`config.mk`:
```
export PLATFORM = sky130hd
export DESIGN_NAME = uart_msg_framer
export DESIGN_NICKNAME = d
export VERILOG_FILES = /design/src/rtl/uart_msg_framer.sv
export SDC_FILE = /design/constraint.sdc
export NUM_CORES = 1
export LEC_CHECK = 0
export ABC_CLOCK_PERIOD_IN_PS = 7100
export CELL_PAD_IN_SITES_DETAIL_PLACEMENT = 1
export CELL_PAD_IN_SITES_GLOBAL_PLACEMENT = 1
export CORE_ASPECT_RATIO = 0.75
export CORE_MARGIN = 2
export CORE_UTILIZATION = 48
export DETAILED_ROUTE_END_ITERATION = 6
export DONT_BUFFER_PORTS = 1
export PLACE_DENSITY_LB_ADDON = 0.1
export SYNTH_ARGS = -nofsm -noshare
export SYNTH_HDL_FRONTEND = slang
export SYNTH_SLANG_ARGS = --single-unit
```
`constraint.sdc`:
```
create_clock -name CLK -period 7.1 [get_ports CLK]
set_clock_uncertainty 0.1 [all_clocks]
set_input_delay 1.065 -clock CLK [delete_from_list [all_inputs] [get_ports CLK]]
set_output_delay 1.065 -clock CLK [all_outputs]
set_load 0.01 [all_outputs]
```
`src/rtl/uart_msg_framer.sv`:
```
`default_nettype none
// ============================================================================
//  uart_msg_framer
//  Frames each buffered UART message as header, data words and XOR trailer.
//  Revision: 1.0
// ============================================================================
module uart_msg_framer #(
    parameter logic [3:0] CHAN_ID = 4'd0,
    parameter int         SETTLE  = 3
) (
    input  logic        CLK,
    input  logic        RST,
    input  logic        GOT_FULL_MESSAGE,
    input  logic [7:0]  MSG_LEN,
    input  logic        PARITY_IN,
    input  logic [15:0] FIFO_Q,
    output logic        RD_REQ,
    output logic        MSG_START,
    output logic [15:0] TX_DATA,
    output logic        TX_VALID,
    input  logic        TX_READY,
    output logic        TX_SOP,
    output logic        TX_EOP,
    output logic        BUSY
);

    localparam logic [4:0] C_SETTLE_LAST = (SETTLE > 1) ? 5'(SETTLE - 1) : 5'd0;
    localparam logic [4:0] C_DROP_LAST   = 5'd15;

    typedef enum logic [3:0] {
        S_IDLE   = 4'd0,
        S_START  = 4'd1,
        S_LATCH  = 4'd2,
        S_SETTLE = 4'd3,
        S_HDR    = 4'd4,
        S_DATA   = 4'd5,
        S_TRL    = 4'd6,
        S_DROP   = 4'd7
    } state_t;

    state_t            state_q, state_d;
    logic [7:0]        len_q, len_d;
    logic              par_q, par_d;
    logic [4:0]        cnt_q, cnt_d;
    logic [7:0]        words_req_q, words_req_d;
    logic [7:0]        words_sent_q, words_sent_d;
    logic [15:0]       csum_q, csum_d;
    logic [1:0][15:0]  skid_q, skid_d;
    logic              wr_ptr_q, wr_ptr_d;
    logic              rd_ptr_q, rd_ptr_d;
    logic [1:0]        count_q, count_d;
    logic              inflight_q, inflight_d;

    logic [15:0]       w_header;
    logic [15:0]       w_head;
    logic              w_pop;
    logic              w_push;
    logic [2:0]        w_occ;

    assign w_header = {CHAN_ID, 3'b000, par_q, len_q};
    assign w_head   = skid_q[rd_ptr_q];
    assign w_push   = inflight_q;
    assign BUSY     = (state_q != S_IDLE);

    always_comb begin
        state_d      = state_q;
        len_d        = len_q;
        par_d        = par_q;
        cnt_d        = cnt_q;
        words_req_d  = words_req_q;
        words_sent_d = words_sent_q;
        csum_d       = csum_q;
        RD_REQ       = 1'b0;
        MSG_START    = 1'b0;
        TX_DATA      = 16'h0000;
        TX_VALID     = 1'b0;
        TX_SOP       = 1'b0;
        TX_EOP       = 1'b0;
        w_pop        = 1'b0;
        w_occ        = 3'd0;

        case (state_q)
            S_IDLE: begin
                if (GOT_FULL_MESSAGE) state_d = S_START;
            end
            S_START: begin
                MSG_START = 1'b1;
                state_d   = S_LATCH;
            end
            S_LATCH: begin
                len_d        = MSG_LEN;
                par_d        = PARITY_IN;
                cnt_d        = 5'd0;
                words_req_d  = 8'd0;
                words_sent_d = 8'd0;
                state_d      = (MSG_LEN == 8'd0) ? S_DROP : S_SETTLE;
            end
            S_SETTLE: begin
                cnt_d = cnt_q + 5'd1;
                if (cnt_q == C_SETTLE_LAST) state_d = S_HDR;
            end
            S_HDR: begin
                TX_VALID = 1'b1;
                TX_SOP   = 1'b1;
                TX_DATA  = w_header;
                csum_d   = w_header;
                if (TX_READY) state_d = S_DATA;
            end
            S_DATA: begin
                TX_VALID = (count_q != 2'd0);
                TX_DATA  = TX_VALID ? w_head : 16'h0000;
                w_pop    = TX_VALID & TX_READY;
                if (w_pop) begin
                    csum_d       = csum_q ^ w_head;
                    words_sent_d = words_sent_q + 8'd1;
                    if (words_sent_q + 8'd1 == len_q) state_d = S_TRL;
                end
                // The slot freed by this cycle's pop counts as available, so
                // reads keep pace with a one-word-per-cycle drain.
                w_occ = {1'b0, count_q} + {2'b00, inflight_q} - {2'b00, w_pop};
                if ((words_req_q < len_q) && (w_occ < 3'd2)) begin
                    RD_REQ      = 1'b1;
                    words_req_d = words_req_q + 8'd1;
                end
            end
            S_TRL: begin
                TX_VALID = 1'b1;
                TX_EOP   = 1'b1;
                TX_DATA  = csum_q;
                if (TX_READY) state_d = S_IDLE;
            end
            S_DROP: begin
                cnt_d = cnt_q + 5'd1;
                if (cnt_q == C_DROP_LAST) state_d = S_IDLE;
            end
            default: state_d = S_IDLE;
        endcase
    end

    always_comb begin
        skid_d     = skid_q;
        wr_ptr_d   = wr_ptr_q;
        rd_ptr_d   = rd_ptr_q;
        count_d    = count_q + {1'b0, w_push} - {1'b0, w_pop};
        inflight_d = RD_REQ;
        if (w_push) begin
            skid_d[wr_ptr_q] = FIFO_Q;
            wr_ptr_d         = ~wr_ptr_q;
        end
        if (w_pop) rd_ptr_d = ~rd_ptr_q;
    end

    always_ff @(posedge CLK or negedge RST) begin
        if (!RST) begin
            state_q      <= S_IDLE;
            len_q        <= 8'd0;
            par_q        <= 1'b0;
            cnt_q        <= 5'd0;
            words_req_q  <= 8'd0;
            words_sent_q <= 8'd0;
            csum_q       <= 16'h0000;
            skid_q       <= '0;
            wr_ptr_q     <= 1'b0;
            rd_ptr_q     <= 1'b0;
            count_q      <= 2'd0;
            inflight_q   <= 1'b0;
        end else begin
            state_q      <= state_d;
            len_q        <= len_d;
            par_q        <= par_d;
            cnt_q        <= cnt_d;
            words_req_q  <= words_req_d;
            words_sent_q <= words_sent_d;
            csum_q       <= csum_d;
            skid_q       <= skid_d;
            wr_ptr_q     <= wr_ptr_d;
            rd_ptr_q     <= rd_ptr_d;
            count_q      <= count_d;
            inflight_q   <= inflight_d;
        end
    end

endmodule
`default_nettype wire

```
After elaboration in Yosys (flattened, before gate mapping):

Index checks and enable logic that the tools add are counted.

* bits in registers: 87
* input bits: 29
* output and inout port bits: 22
* logic and storage cells: 92

* add/sub/neg operators: 7
* magnitude comparators: 5
* eq/ne operators: 18
* mux-type cells: 30
* bitwise gates (word level): 4
* reduce and logical (&&, ||, !) cells: 15

Operator list (count)
* $mux W16: 5
* $pmux W16 S3: 1
* $bwmux W32: 1
* $pmux W16 S2: 1
* $pmux W4 S8: 1
* $pmux W8 S2: 2
* $mux W4: 7
* $add A8 B1 Y8 const B: 2
* $demux W16 S1: 1
* $eq A4 B3 Y1 const B: 4
* $mux W8: 2
* $ne A2 B2 Y1 const B: 8
* $xor A16 B16 Y16: 1
* $pmux W5 S2: 1
* $eq A4 B2 Y1 const B: 2
* $eq A8 B8 Y1: 1
* $logic_not A8 Y1: 1
* $lt A8 B8 Y1: 1
* $reduce_bool A2 Y1: 4
* $reduce_and A7 Y1: 1
* $mux W1: 6
* $reduce_and A2 Y1: 3
* $add A5 B1 Y5 const B: 1
* $eq A5 B2 Y1 const B: 1
* 17 further kinds: 21

Logic depth before layout (Yosys ltp):

Gate-level depths: netlist of the first run.

* depth after elaboration: 7
* mapped depth: 10
* mapped depth without buffers: 10

Least setup slack after synthesis of the first run:

Ideal clock, no wire load.

* path type: in2out
* start: input port TX_READY
* end: output port RD_REQ
* arrival: 2.875 ns
* data required time: 5.935 ns
* path slack: 3.060 ns
* stages on the path: 8
* path buffers: 0
* path through: nor2b_1 -> ha_1 -> nand2b_1 -> fa_1 -> nor2b_1 -> o2111a_1 -> nand2_1 -> a21oi_1

* word-level cells in the longest chain between the ends: 6

Ends and longest elaborated chain
* from (decl): line 21 `input logic TX_READY,`
* $and A1 B1 Y1: line 112 `w_pop = TX_VALID & TX_READY;`
* $sub A3 B1 Y3: line 120 `w_occ = {1'b0, count_q} + {2'b00, inflight_q} - {2'b00, w_pop};`
* $lt A3 B2 Y1: line 121 `if ((words_req_q < len_q) && (w_occ < 3'd2)) begin`
* $logic_and A1 B1 Y1: line 121
* $mux W1: line 121
* $mux W1: line 82 `case (state_q)`
* to (decl): line 17 `output logic RD_REQ,`

Every way passes these cells.

Worst setup path in the final report of the first run:

Ends and elaborated chain as after synthesis.

==> impl_metrics.env, run 1 <==
export IMPL_ctsResizeCount=0
export IMPL_yosysUniqueCellTypes=50
export IMPL_finalCritPeriodShare_pct=60.5
export IMPL_required_ps=5930
export IMPL_nFillCells=1092
export IMPL_hp_class="in -> async"
export IMPL_grt_pass1_wl_um=19000
export IMPL_grt_use_total_pct=23.5
export IMPL_dr_pass1_iters=5
export IMPL_ys_seq_elements=86
export IMPL_dieArea_um2=10600
export IMPL_num_rows=31
export IMPL_ios=51
export IMPL_num_antenna_cells=0
export IMPL_cts_sinks=86
export IMPL_setup_violations=0
export IMPL_cts_buffer_depth=2
export IMPL_end_kind="primary output"
export IMPL_vias=3558
export IMPL_ant_nets=0
export IMPL_syn2layout_area_growth_pct=8.05
export IMPL_max_slew_worst_pin_slew_ps=1140
export IMPL_synth_area_leaders="dfrtp_1, mux2_2, mux2i_1, o21ai_0, a21oi_1"
export IMPL_antenna_found_initial=0
export IMPL_start_util_pct=48.8
export IMPL_max_freq_ghz=0.233
export IMPL_rsz0062_at_grt="no"
export IMPL_ys_seq_area_share_pct=46.0
export IMPL_synthArstFlopShare_pct=100
export IMPL_dp_hpwl_um=8020
export IMPL_start_kind="input pin"
export IMPL_whs_ps=317
export IMPL_preCtsSetupSlack_ps=2790
export IMPL_dpl_cell_count=582
export IMPL_stdcell_count=597
export IMPL_netlist_instances=470
export IMPL_cellLeakagePower_nw=2.18
export IMPL_avgSynthCellArea_um2=9.95
export IMPL_post_route_util_pct=52.7
export IMPL_power_density_nw_per_um2=480
export IMPL_routed_wl_um=11900
export IMPL_setup_slack_ps=2800
export IMPL_post_cts_buffers=0
export IMPL_grt_pass1_vias=3659
export IMPL_fp_coreArea_um2=9580
export IMPL_cts_root_buf="clkbuf_16"
export IMPL_nNetsFinal=506
export IMPL_vias_per_cell=5.96
export IMPL_synth_area_um2=4680
export IMPL_tns_ps=0
export IMPL_finalCriticalPeriod_ps=4300
export IMPL_hold_viol=0
export IMPL_synth_top_area_cell="dfrtp_1"
export IMPL_clock_latency_ps=340
export IMPL_io_buffer_count=0
export IMPL_grt_ovfl_total=0
export IMPL_timing_max_cap_violations=0
export IMPL_drive_gt1_share_pct=13.8
export IMPL_arrival_ps=3130
export IMPL_slew_headroom_pct=23.5
export IMPL_place_gp_congestion=0.779
export IMPL_drc=0
export IMPL_cts_hold_buf=0
export IMPL_die_y_um=89.5
export IMPL_peakVddDrop_mv=0.219
export IMPL_r2r_start="state_q[1]"
export IMPL_final_max_slew_viol_count=0
export IMPL_syn_nets=515
export IMPL_path_clk_slew_ps=60
export IMPL_status="complete, no violations"
export IMPL_grt_max_degree=87
export IMPL_synth_flop_cell="dfrtp_1"
export IMPL_cts_tree="done"
export IMPL_die_x_um=118
export IMPL_drt_iter0_drc=207
export IMPL_detail_route_wl_per_cell_um=19.9
export IMPL_yosys_area_top_type_share_pct=46.0
export IMPL_path_class="in -> out"
export IMPL_synth_edf_count=0
export IMPL_crit_fanout=7
export IMPL_startpoint="TX_READY"
export IMPL_ys_warn_count=0
export IMPL_cts_buffers=9
export IMPL_htree_levels=3
-- layer usage --
layer  up-vias  routed length [µm]  track usage (%)
met4         0                 154             6.68
met2        68                5490             38.7
met1      1822                5660             30.9
met3        11                 571             6.70
li1       1657                   -                -
met5         -                   0                0
-- sequential cells by signal (all words and copies together) (netlist names) --
register,flops
skid_q,32
csum_q,16
len_q,8
words_req_q,8
words_sent_q,8
cnt_q,5
state_q,3
count_q,2
inflight_q,1
par_q,1
rd_ptr_q,1
wr_ptr_q,1
-- stage by stage --
stage | power [mW] | cell area [µm²]
finish | 2.42 | 5050
CTS | 2.44 | 5050
global placement | 1.90 | 4770
detailed placement | 1.98 | 4770
global route | 2.60 | 5050
floorplan | 1.69 | 4680
-- layout by cell type, fill, tap and decap left out, drive strengths merged, types with 2 or more instances in the layout --
master | Yosys | layout
dfrtp | 86 | 86
mux2 | 41 | 41
o21ai | 41 | 41
nand2 | 40 | 40
a21oi | 38 | 38
inv | 25 | 26
mux2i | 24 | 24
nor2 | 19 | 19
ha | 15 | 15
nand2b | 11 | 11
clkbuf | 18 | 11
or3 | 10 | 10
a22oi | 9 | 9
xnor2 | 9 | 9
nor3 | 9 | 9
o22ai | 9 | 9
nand3 | 9 | 9
and3 | 5 | 5
a31oi | 5 | 5
buf | 7 | 5
nand4 | 4 | 4
xor2 | 4 | 4
nor4 | 3 | 3
o41ai | 3 | 3
nor2b | 2 | 2
nand3b | 2 | 2
and2 | 2 | 2
a22o | 2 | 2
o31ai | 2 | 2
clkinv | 0 | 2
-- synthesized netlist by cell type, types with 10 or more instances --
cell / n
mux2_2: 41
or3_1: 10
nor2_1: 19
o21ai_0: 40
inv_1: 24
a21oi_1: 38
nand2_1: 40
clkbuf_1: 18
mux2i_1: 24
ha_1: 15
dfrtp_1: 86
nand2b_1: 11
-- worst paths after layout --
kind | to | slack, ps | depth (start not counted)
worst min register to register | cnt_q[4] | 390 | 2
worst min-delay path | cnt_q[1] | 320 | 0
min in group CLK | cnt_q[4] | 390 | 2
worst max-delay path | RD_REQ | 2800 | 8
max in group asynchronous | skid_q[10] | 6410 | 0
worst max register to register | csum_q[6] | 3810 | 6
-- area by class of cell --
type | instances | area [µm²] | area share (%)
Multi-Input combinational cell | 334 | 2320 | 46.0
Sequential cell | 86 | 2150 | 42.6
Clock buffer | 11 | 253 | 5.00
Tap cell | 132 | 165 | 3.27
Inverter | 25 | 93.8 | 1.86
Timing Repair Buffer | 5 | 37.5 | 0.743
Clock inverter | 4 | 30.0 | 0.594
-- cell families after synthesis --
logic type	Yosys count	share of synthesized area, %
fa+ha+maj	16	4.44
mux	65	15.0
compound gates	118	14.8
xor+xnor	13	2.43
buf+inv	50	4.33
simple gates	122	13.0
flops	86	46.0
-- where the power goes --
part	switching (mW)	leakage (nW)	total [mW]	internal, mW
clock	0.197	0.138	0.453	0.256
combinational	0.675	1.01	1.11	0.433
sequential	0.170	1.03	0.865	0.695
total	1.04	2.18	2.42	1.38
-- worst max-delay path, cell delays in order --
cell and delay [ps]:
nor2b_1 190, ha_1 260, nand2b_1 150, fa_1 470
nor2b_1 130, o2111a_1 310, nand2_1 80, a21oi_1 470
Power figures use the tool's default switching activity.
==> run 2, diff against run 1 <==
- ABC_CLOCK_PERIOD_IN_PS: 7100 -> 4400
- clock period: 7.1 -> 4.4 ns (I/O delays scaled with it)
==> run 2 against run 1 <==
Total power grew 63%. Routed wire length is essentially flat. Sequential power grew 66%. Worst hold slack lost 220 ps. Non-clock buffer count grew 1. Core utilization grew 0.54 points. Die area is the same. Via count shrank 0.59%. Final cell count grew 0.34%. Worst setup slack lost 2200 ps. Critical path type is now reg -> out. Largest cell class unchanged. Largest power group unchanged. Highest routed layer unchanged.
==> impl_metrics.env, run 2 (synthesized netlist as in run 1, its figures left out) <==
export IMPL_slew_headroom_pct=28.2
export IMPL_timing_max_cap_violations=0
export IMPL_max_slew_worst_pin_slew_ps=1080
export IMPL_fp_coreArea_um2=9580
export IMPL_finalCriticalPeriod_ps=3750
export IMPL_drt_iter0_drc=214
export IMPL_post_route_util_pct=53.3
export IMPL_cp_num_buf_inv=0
export IMPL_cts_root_buf="clkbuf_16"
export IMPL_cts_buffer_depth=2
export IMPL_grt_pass1_vias=3647
export IMPL_vias=3537
export IMPL_fin_area_um2=5100
export IMPL_num_antenna_cells=0
export IMPL_post_cts_buffers=0
export IMPL_path_common_cell="nor2b_1"
export IMPL_required_ps=3640
export IMPL_crit_family="compound AO/OA/AOI/OAI gates"
export IMPL_grt_ovfl_total=0
export IMPL_end_kind="primary output"
export IMPL_finalCritPeriodShare_pct=85.3
export IMPL_peakVddDrop_mv=0.373
export IMPL_cts_sinks=86
export IMPL_placed_area_um2=4770
export IMPL_final_cell_mix="dfrtp_1, mux2_2, nand2_1, o21ai_0, a21oi_1"
export IMPL_wl_met1_um=5590
export IMPL_dr_pass1_iters=4
export IMPL_dr_wl_met3_um=693
export IMPL_antenna_found_initial=0
export IMPL_final_max_slew_viol_count=0
export IMPL_ctsResizeCount=0
export IMPL_largest_register="skid_q"
export IMPL_max_freq_ghz=0.267
export IMPL_path_class="reg -> out"
export IMPL_syn2layout_area_growth_pct=9.15
export IMPL_status="complete, no violations"
export IMPL_grt_pass1_wl_um=19200
export IMPL_dieArea_um2=10600
export IMPL_worstPathCellList="nor2_1 > nor2b_1 > ha_1 > nand2b_1 > fa_1 > nor2b_1 > o2111a_1 > nand2_1 > a21oi_1"
export IMPL_start_util_pct=48.8
export IMPL_grt_use_total_pct=23.8
export IMPL_place_gp_congestion=0.823
export IMPL_clock_latency_ps=350
export IMPL_path_clk_slew_ps=70
export IMPL_setup_violations=0
export IMPL_drc=0
export IMPL_route_top_layer_used="met4"
export IMPL_ant_nets=0
export IMPL_num_rows=31
export IMPL_tns_ps=0
export IMPL_nNetsFinal=507
export IMPL_arrival_ps=2990
export IMPL_hp_class="in -> async"
export IMPL_start_kind="flop"
export IMPL_met2_length_um=5460
export IMPL_dp_hpwl_um=8040
export IMPL_reg_largest_list="skid_q (32), csum_q (16)"
export IMPL_vias_per_cell=5.90
export IMPL_routed_wl_um=11900
export IMPL_drive_gt1_share_pct=14.1
export IMPL_hold_viol=0
export IMPL_io_buffer_count=0
export IMPL_largest_reg_flops=32
export IMPL_slowest_stage="a21oi_1"
export IMPL_final_common_cell="dfrtp_1"
export IMPL_cts_tree="done"
export IMPL_grt_max_degree=87
export IMPL_die_y_um=89.5
export IMPL_cellLeakagePower_nw=2.20
export IMPL_cts_buffers=9
export IMPL_ios=51
export IMPL_cts_hold_buf=1
export IMPL_htree_levels=3
export IMPL_detail_route_wl_per_cell_um=19.8
export IMPL_slowest_delay_ps=480
export IMPL_die_x_um=118
export IMPL_crit_fanout=7
export IMPL_rsz0062_at_grt="no"
export IMPL_power_density_nw_per_um2=776
## run 2: changes by cell type in the layout (fill, tap and decap cells not counted)
cell	change
bufinv_16	+1
clkinvlp_4	+1
clkinv_4	-1
buf_16	+1
inv_6	+1
clkbuf_8	-1
## run 2: worst register-to-register path, delay by kind of cell (launching register included)
family | cells | cell delay [ps]
mux | 1 | 250
compound gates | 2 | 800
fa+ha+maj | 2 | 730
flops | 1 | 460
simple gates | 5 | 650
## run 2: worst paths after layout
kind	from	endpoint	slack (ps)	cells past startpoint
max	count_q[1]	RD_REQ	650	9
min	RST	words_sent_q[4]	100	1
max reg2reg	count_q[1]	words_req_q[1]	1330	10
min reg2reg	cnt_q[4]	cnt_q[4]	390	2
max in group asynchronous	RST	skid_q[29]	3730	1
min in group CLK	FIFO_Q[14]	skid_q[30]	360	1
## run 2: cell type report
cell class	instances	area [µm²]
clock inverter	6	67.6
inverter	25	93.8
tap	132	165
clock buffer	10	239
timing repair buffer	6	65.1
fill	1066	4480
multi-input combinational	334	2320
sequential	86	2150
## run 2: routing by layer
metal,GRT usage [%],vias to the layer above
met5,0,-
met4,7.01,0
met3,6.57,10
met2,38.5,68
met1,31.9,1795
li1,-,1664
## run 2: stage by stage
step | cells | worst slack [ps] | total power, mW | hold WS (ps)
floorplan | 470 | 1170 | 2.72 | 264
CTS | 599 | 634 | 4.00 | 145
global placement | 582 | 976 | 3.07 | 267
detailed placement | 582 | 903 | 3.18 | 267
global route | 599 | 531 | 4.27 | 123
finish | 599 | 649 | 3.96 | 101
## run 2: report_power, final
group / internal, mW / total (mW) / leakage, nW / switching, mW
sequential: 1.12 / 1.44 / 1.03 / 0.317
combinational: 0.705 / 1.74 / 1.02 / 1.03
clock: 0.458 / 0.789 / 0.145 / 0.331
==> run 3, diff against run 2 <==
- CORE_MARGIN: 2 -> 4
==> run 3 against run 2 <==
Total power up 2.3%. Combinational power about the same. Count of clock-buffer cells in the layout unchanged. Critical path depth unchanged. Core utilization up 2.0 points. Register-to-register slack about the same. Largest cell class unchanged.
==> impl_metrics.env, run 3 (synthesized netlist as in run 1, its figures left out) <==
export IMPL_status="complete, no violations"
export IMPL_drt_iter0_drc=173
export IMPL_hold_viol=0
export IMPL_nNetsFinal=507
export IMPL_reg_largest_list="skid_q (32), csum_q (16)"
export IMPL_largest_register="skid_q"
export IMPL_cts_buffers=9
export IMPL_end_kind="primary output"
export IMPL_cp_num_buf_inv=0
export IMPL_start_kind="flop"
export IMPL_start_util_pct=50.4
export IMPL_antenna_found_initial=0
export IMPL_drc=0
export IMPL_path_class="reg -> out"
export IMPL_grt_pass1_vias=3954
export IMPL_slew_headroom_pct=33.7
export IMPL_ant_nets=0
export IMPL_grt_max_degree=87
export IMPL_grt_ovfl_total=0
export IMPL_peakVddDrop_mv=0.442
export IMPL_finalCriticalPeriod_ps=3730
export IMPL_path_clk_slew_ps=60
export IMPL_max_freq_ghz=0.268
export IMPL_cts_buffer_depth=2
export IMPL_ctsResizeCount=0
export IMPL_multiInputGateArea_um2=2320
export IMPL_crit_family="compound AO/OA/AOI/OAI gates"
export IMPL_nFillCells=1037
export IMPL_num_antenna_cells=0
export IMPL_htree_levels=3
export IMPL_tns_ps=0
export IMPL_routed_wl_um=12100
export IMPL_final_cell_mix="dfrtp_1, mux2_2, nand2_1, o21ai_0, a21oi_1"
export IMPL_num_rows=30
export IMPL_detail_route_wl_per_cell_um=20.3
export IMPL_grt_pass1_wl_um=20300
export IMPL_dieArea_um2=11400
export IMPL_combPwrFrac_pct=43.7
export IMPL_register_area_um2=2150
export IMPL_power_frac_seq_pct=35.5
export IMPL_slowest_delay_ps=480
export IMPL_drive_gt1_share_pct=14.1
export IMPL_rr_endpoint="words_req_q[0]"
export IMPL_vias=3526
export IMPL_p_clk_share_pct=20.9
export IMPL_ios=51
export IMPL_setup_violations=0
export IMPL_p_switching_mw=1.71
export IMPL_power_density_nw_per_um2=791
export IMPL_final_max_slew_viol_count=0
export IMPL_grt_use_total_pct=22.8
export IMPL_fp_coreArea_um2=9270
export IMPL_crit_fanout=7
export IMPL_die_x_um=122
export IMPL_final_common_cell="dfrtp_1"
export IMPL_syn2layout_area_growth_pct=9.55
export IMPL_vias_per_cell=5.93
export IMPL_dp_hpwl_um=8210
export IMPL_clock_latency_ps=340
export IMPL_reg2regPathDepth=10
export IMPL_dr_pass1_iters=4
export IMPL_io_buffer_count=0
export IMPL_p_total_mw=4.05
export IMPL_arrival_ps=2970
export IMPL_worstPathCellList="nor2_1 > nor2b_1 > ha_1 > nand2b_1 > fa_1 > nor2b_1 > o2111a_1 > nand2_1 > a21oi_1"
export IMPL_die_y_um=93.5
export IMPL_cellLeakagePower_nw=2.22
export IMPL_timing_max_cap_violations=0
export IMPL_swShare_pct=42.1
export IMPL_finalCritPeriodShare_pct=84.8
export IMPL_path_common_cell="nor2b_1"
export IMPL_reg2reg_slack_ps=1320
export IMPL_place_gp_congestion=0.802
export IMPL_cts_sinks=86
export IMPL_hp_class="in -> async"
export IMPL_cts_root_buf="clkbuf_16"
export IMPL_required_ps=3640
export IMPL_slowest_stage="fa_1"
export IMPL_max_slew_worst_pin_slew_ps=995
export IMPL_p_int_mw=2.35
export IMPL_rsz0062_at_grt="no"
export IMPL_largest_reg_flops=32
export IMPL_r2r_start="count_q[1]"
export IMPL_cts_tree="done"
==> run 3: cell types whose count changed in the layout (fill, tap and decap cells not counted) <==
cell	delta
inv_6	+1
clkinvlp_4	-2
bufinv_16	+1
==> run 3: worst max path at each step <==
stage                          start     end  slack [ps]  cells after the start
final                     count_q[1]  RD_REQ         670                      9
after floorplan             TX_READY  RD_REQ        1170                      8
after CTS                 count_q[1]  RD_REQ         640                      9
after global placement      TX_READY  RD_REQ         970                      8
after detailed placement    TX_READY  RD_REQ         910                      8
after global routing      count_q[1]  RD_REQ         330                      9
==> run 3: per-stage QoR <==
step                cells  utilization [%]  worst slack, ps  area, µm²  hold WS, ps
finish                595             55.3              667       5120          113
floorplan             470                -             1170       4680          264
global placement      578             51.4              973       4770          267
CTS                   595             55.3              636       5120          139
detailed placement    578             51.4              913       4770          267
global route          595             55.3              331       5120          133
==> run 3: area by class of cell <==
| type | instances | share of cell area (%) |
|---|---|---|
| Clock buffer | 10 | 4.66 |
| Inverter | 25 | 1.83 |
| Multi-Input combinational cell | 334 | 45.3 |
| Sequential cell | 86 | 42.0 |
| Timing Repair Buffer | 6 | 1.27 |
| Tap cell | 128 | 3.13 |
| Clock inverter | 6 | 1.78 |
==> run 3: worst reg2reg max path: stages, from the launching register on <==
cell,delay [ps]
dfrtp_1,470
nor2_1,100
nor2b_1,180
ha_1,260
nand2b_1,160
fa_1,480
nor2b_1,130
o2111a_1,310
nand2_1,80
a21oi_1,480
mux2i_1,270
==> run 3: power groups by stage <==
| stage | clock network, mW | logic [mW] | registers (mW) |
|---|---|---|---|
| after floorplan | 0 | 1.43 | 1.29 |
| after global placement | 0 | 1.66 | 1.42 |
| after CTS | 0.859 | 1.80 | 1.44 |
| after global routing | 0.895 | 2.01 | 1.49 |
| after detailed placement | 0 | 1.76 | 1.45 |
| final | 0.846 | 1.77 | 1.44 |
==> run 3: timing repair <==
action                                 4_1_cts  5_1_grt
hold buffers                                 1        0
buffers inserted                             0        0
endpoints found under the hold margin       86        0
==> run 3: metal layers <==
layer | track usage, % | part of all wire [%] | vias up
li1 | - | - | 1659
met1 | 29.5 | 45 | 1802
met2 | 37.7 | 49 | 49
met3 | 6.53 | 4.9 | 16
met4 | 5.69 | 1.1 | 0
met5 | 0 | 0 | -
